==> src/rtl/rip_mem_arbiter.sv <==
// rip_mem_arbiter: shares one single-port RAM between fetch and data access.
// Optional perf counters enabled by defining RIP_MEM_ARB_PERF_EN.
module rip_mem_arbiter #(
   parameter int NUM_COL    = 4,
   parameter int COL_WIDTH  = 8,
   parameter int ADDR_WIDTH = 20,
   parameter int DATA_WIDTH = NUM_COL*COL_WIDTH,
   parameter int MAX_STALL  = 4
) (
   input  logic                  clk,
   input  logic                  rst_n,
   input  logic                  if_req,
   input  logic [DATA_WIDTH-1:0] if_addr,
   output logic                  if_gnt,
   output logic                  if_rvalid,
   output logic [DATA_WIDTH-1:0] if_rdata,
   input  logic                  ma_req,
   input  logic [NUM_COL-1:0]    ma_we,
   input  logic [DATA_WIDTH-1:0] ma_addr,
   input  logic [DATA_WIDTH-1:0] ma_wdata,
   output logic                  ma_gnt,
   output logic                  ma_rvalid,
   output logic [DATA_WIDTH-1:0] ma_rdata,
   output logic                  mem_en,
   output logic [NUM_COL-1:0]    mem_we,
   output logic [ADDR_WIDTH-1:0] mem_addr,
   output logic [DATA_WIDTH-1:0] mem_wdata,
   input  logic [DATA_WIDTH-1:0] mem_rdata
`ifdef RIP_MEM_ARB_PERF_EN
   ,
   output logic [31:0]           conflict_cnt,
   output logic [31:0]           forced_cnt
`endif
);

   typedef enum logic {
      DATA_PRI,
      FETCH_PRI
   } state_t;

   localparam logic [3:0] MAX_S = 4'(MAX_STALL);

   state_t     state_q, state_d;
   logic [3:0] stall_q, stall_d;
   logic       rv_q, own_if_q;

   always_comb begin
      state_d = state_q;
      stall_d = 4'd0;
      if_gnt  = 1'b0;
      ma_gnt  = 1'b0;
      // grants are forced low while reset is held
      if (rst_n) begin
         if (state_q == FETCH_PRI) begin
            if_gnt = if_req;
            ma_gnt = ma_req & ~if_req;
         end else begin
            ma_gnt = ma_req;
            if_gnt = if_req & ~ma_req;
         end
      end
      if (if_req & ~if_gnt)
         stall_d = (stall_q >= MAX_S) ? MAX_S : stall_q + 4'd1;
      unique case (state_q)
         DATA_PRI:  if (stall_d == MAX_S) state_d = FETCH_PRI;
         FETCH_PRI: if (if_gnt | ~if_req) state_d = DATA_PRI;
         default:   state_d = DATA_PRI;
      endcase
   end

   always_ff @(posedge clk or negedge rst_n) begin
      if (!rst_n) begin
         state_q  <= DATA_PRI;
         stall_q  <= 4'd0;
         rv_q     <= 1'b0;
         own_if_q <= 1'b0;
      end else begin
         state_q  <= state_d;
         stall_q  <= stall_d;
         rv_q     <= if_gnt | ma_gnt;
         own_if_q <= if_gnt;
      end
   end

   always_comb begin
      mem_en    = if_gnt | ma_gnt;
      mem_addr  = '0;
      mem_we    = '0;
      mem_wdata = '0;
      if (if_gnt) begin
         mem_addr = if_addr[ADDR_WIDTH+1:2];
      end else if (ma_gnt) begin
         mem_addr = ma_addr[ADDR_WIDTH+1:2];
         mem_we   = ma_we;
      end
      if (mem_en) mem_wdata = ma_wdata;
   end

   assign if_rvalid = rv_q & own_if_q;
   assign ma_rvalid = rv_q & ~own_if_q;
   assign if_rdata  = if_rvalid ? mem_rdata : '0;
   assign ma_rdata  = ma_rvalid ? mem_rdata : '0;

   // byte offset and high address bits never reach the RAM
   logic unused_addr;
   assign unused_addr = ^{if_addr[1:0], ma_addr[1:0],
                          if_addr[DATA_WIDTH-1:ADDR_WIDTH+2],
                          ma_addr[DATA_WIDTH-1:ADDR_WIDTH+2]};

`ifdef RIP_MEM_ARB_PERF_EN
   always_ff @(posedge clk or negedge rst_n) begin
      if (!rst_n) begin
         conflict_cnt <= 32'd0;
         forced_cnt   <= 32'd0;
      end else begin
         if (if_req & ma_req)
            conflict_cnt <= conflict_cnt + 32'd1;
         if (if_gnt && state_q == FETCH_PRI)
            forced_cnt <= forced_cnt + 32'd1;
      end
   end
`endif

endmodule

==> config.mk <==
export PLATFORM = sky130hd
export DESIGN_NAME = rip_mem_arbiter
export DESIGN_NICKNAME = d
export VERILOG_FILES = /design/src/rtl/rip_mem_arbiter.sv
export SDC_FILE = /design/constraint.sdc
export NUM_CORES = 1
export LEC_CHECK = 0
export CORE_AREA = 4 4 99 101
export CTS_BUF_LIST = sky130_fd_sc_hd__clkbuf_8 sky130_fd_sc_hd__clkbuf_16
export DETAILED_ROUTE_END_ITERATION = 8
export DIE_AREA = 0 0 103 105
export PLACE_DENSITY = 0.69
export SLEW_MARGIN = 30
export SYNTH_ARGS = -nofsm -noshare
export SYNTH_HDL_FRONTEND = slang
export SYNTH_SLANG_ARGS = --single-unit
export TNS_END_PERCENT = 30
==> constraint.sdc <==
create_clock -name clk -period 1.6 [get_ports clk]
set_clock_uncertainty 0.05 [all_clocks]
set_input_delay 0.32 -clock clk [delete_from_list [all_inputs] [get_ports clk]]
set_output_delay 0.32 -clock clk [all_outputs]
set_load 0.05 [all_outputs]
==> metrics.txt <==
first-pass GRT wire length between 15 and 20 mm; Tcrit/Tclk final 115%; FP Rows 35; total gr overflow 0; Mean Syn Cell Area roughly 7.0 sq um; synthesized instance count 199; Yosys reg bits 7; post-synth top area cell and2_1; Seq/Total Area, Yosys 12.6%; CTS tree done; endpoints failing hold 0; design area 5970 sq um; Max-cap violations 0; Min Hold Slack roughly 66 ps; failing checks setup timing; Remaining DRCs 0; Clock Latency Late Sink 230 ps; final instance count without filler cells 570; Setup crit end kind primary output; RD Place Congestion 0.742; clock sink count 7; Area contributors post-synth and2_1 (31%), and3_1 (15%), dfrtp_1 (13%); vias post-DR around 2600; Critical Path RT 1230 ps; CP Max Fanout 7; DR iter-0 viols 49; largest net degree at the start of global routing 34; drt via density between 4 and 5; yosys warns 0; Startpoint Class register; Period minus WS final around 1800 ps; area post-placement 5270 sq um; Detailed Place HPWL 7.81 mm; placed cell count 544; setup tns final -10220 ps; worst setup margin -238 ps; fmax 544 MHz; reg-to-reg setup timing slack 250 ps; I/O Pins roughly 260; total track usage 17.5%; DRT antenna net count 0; Hold Crit Class primary input to asynchronous set/reset pin; post-synthesis mux area share 0%; Final Setup Violations 104; Multi-input gate area 1560 sq um; Lkg Pwr 2.55 nW; Post-Syn Area 1390 sq um; Die X around 100 um; CP arrival roughly 1500 ps; share of the synthesized area in the top cell type ~31%; unrepaired setup endpoints after global routing yes; power density of the placed cells 420 nW/um^2; Post-Route WL 10.1 mm; Netlist cell types 25; register area 175 sq um; post-synthesis adder-cell area fraction 0.898%; compound-cell area share of the yosys netlist 17.4%; CTS H-tree lvls 1; outcome complete, but fails checks; pre-CTS WS -572 ps; Initial Utilization 15.5%; drt pass-1 iters 4; initial antenna violation count 0; layout cells sized above 1 58.8%; cts bufs inserted 3; Syn Nets 336; clock slew at reported path FFs 40 ps; antenna cells 0; Die H 105 um; max-slew violations 0; Core ar. 9020 sq um; final-layout fill cell count 656; Layout Area Growth over Synthesis 328%; Clock Path Buffers 2; peak supply drop 0.344 mV; post-synthesis simple-gate area fraction about three fifths; main combinational cell family by area after synthesis simple AND/OR/NAND/NOR gates; full die area 10800 sq um; Setup CP Type register to primary output; xor/xnor share of the synthesized area 0%; Port Buffers 236; WL per Instance 17.6 um; vias in the first global route between 2000 and 3000; final net count a little under 600; clock root buffer clkbuf_8
-- placed cells by master, fill, tap and decap left out, types with 2 or more instances in the layout --
cell type,instances
nor2b_4,2
o31ai_4,16
a21boi_0,2
buf_6,26
a22o_4,3
and3_4,17
buf_8,3
nand3_1,16
and3_1,16
nand2_1,16
and2_1,14
clkbuf_16,4
and2_4,57
buf_12,119
clkdlybuf4s50_1,108
dlygate4sd3_1,2
buf_4,13
dfrtp_1,7
clkbuf_8,3
-- cell usage after synthesis, drive strengths merged --
master and n:
o31ai 16, nor3 1, and2 71, nand3b 1
and3b 1, o31a 1, and3 33, a21boi 2
a21oi 1, nand3 16, conb 1, nor2 2
clkbuf 13, dfrtp 7, a22o 4, ha 1
nand2b 1, nor2b 2, nand2 17, buf 8
-- through the flow --
stage          total power [mW]  util [%]
5_1_grt                    2.60      66.2
4_1_cts                    2.45      63.6
3_5_place_dp               2.04      58.4
2_1_floorplan              1.05         -
3_3_place_gp               2.01      58.4
6_report                   2.51      66.2
-- logic make-up (layout without fill, tap and decap cells) --
group	Yosys count	count (layout)
buffers and inverters	21	281
DFF	7	7
other	1	1
adders and majority gates	1	1
AOI/OAI and AO/OA	24	24
and+or+nand+nor	145	145
-- worst paths after layout --
check | start | to | cells after the start
setup / recovery | state_q | mem_addr[10] | 5
hold / removal | rst_n | state_q | 3
setup reg to reg | state_q | state_q | 5
hold reg to reg | stall_q[3] | stall_q[2] | 1
max in group asynchronous | rst_n | stall_q[3] | 3
min in group clk | stall_q[3] | stall_q[2] | 1
-- critical path, cell delays in order (launching register included) --
cell and delay, ps:
dfrtp_1 360, nand2b_4 140, and2_4 200, buf_12 160
o31ai_4 180, buf_6 190
-- what timing repair did --
item	in CTS	in global routing
hold buffers	2	0
setup endpoints to repair	125	123
hold endpoints to repair	6	0
buffers inserted	12	3
gates resized for setup	98	30
gates cloned	3	3
pin swaps	43	9
-- layer usage --
metal  vias to the layer above  part of all wire [%]  track usage, %
li1                       1201                     -               -
met1                      1217                    31            17.7
met2                       168                    55            33.2
met3                        22                    12            5.61
met4                         0                   2.6            5.27
met5                         -                     0               0
-- report_power, final --
group / total, mW / switching (mW) / internal [mW] / leakage (nW)
Clock: 0.241 / 0.0754 / 0.166 / 0.0269
Combinational: 2.07 / 0.981 / 1.09 / 2.43
Sequential: 0.195 / 0.00722 / 0.188 / 0.0906
-- area by class of cell --
cell class,instances,area share [%]
repair buffers,277,67.8
multi-input cells,171,26.1
flip-flops and latches,7,2.93
well taps,111,2.33
clock buffers,3,0.691
clock inverters,1,0.0629
-- state kept, by name, summed over array words and instances (netlist names) --
name      cells
own_if_q      1
state_q       1
stall_q       4
rv_q          1
Power figures use the tool's default switching activity.
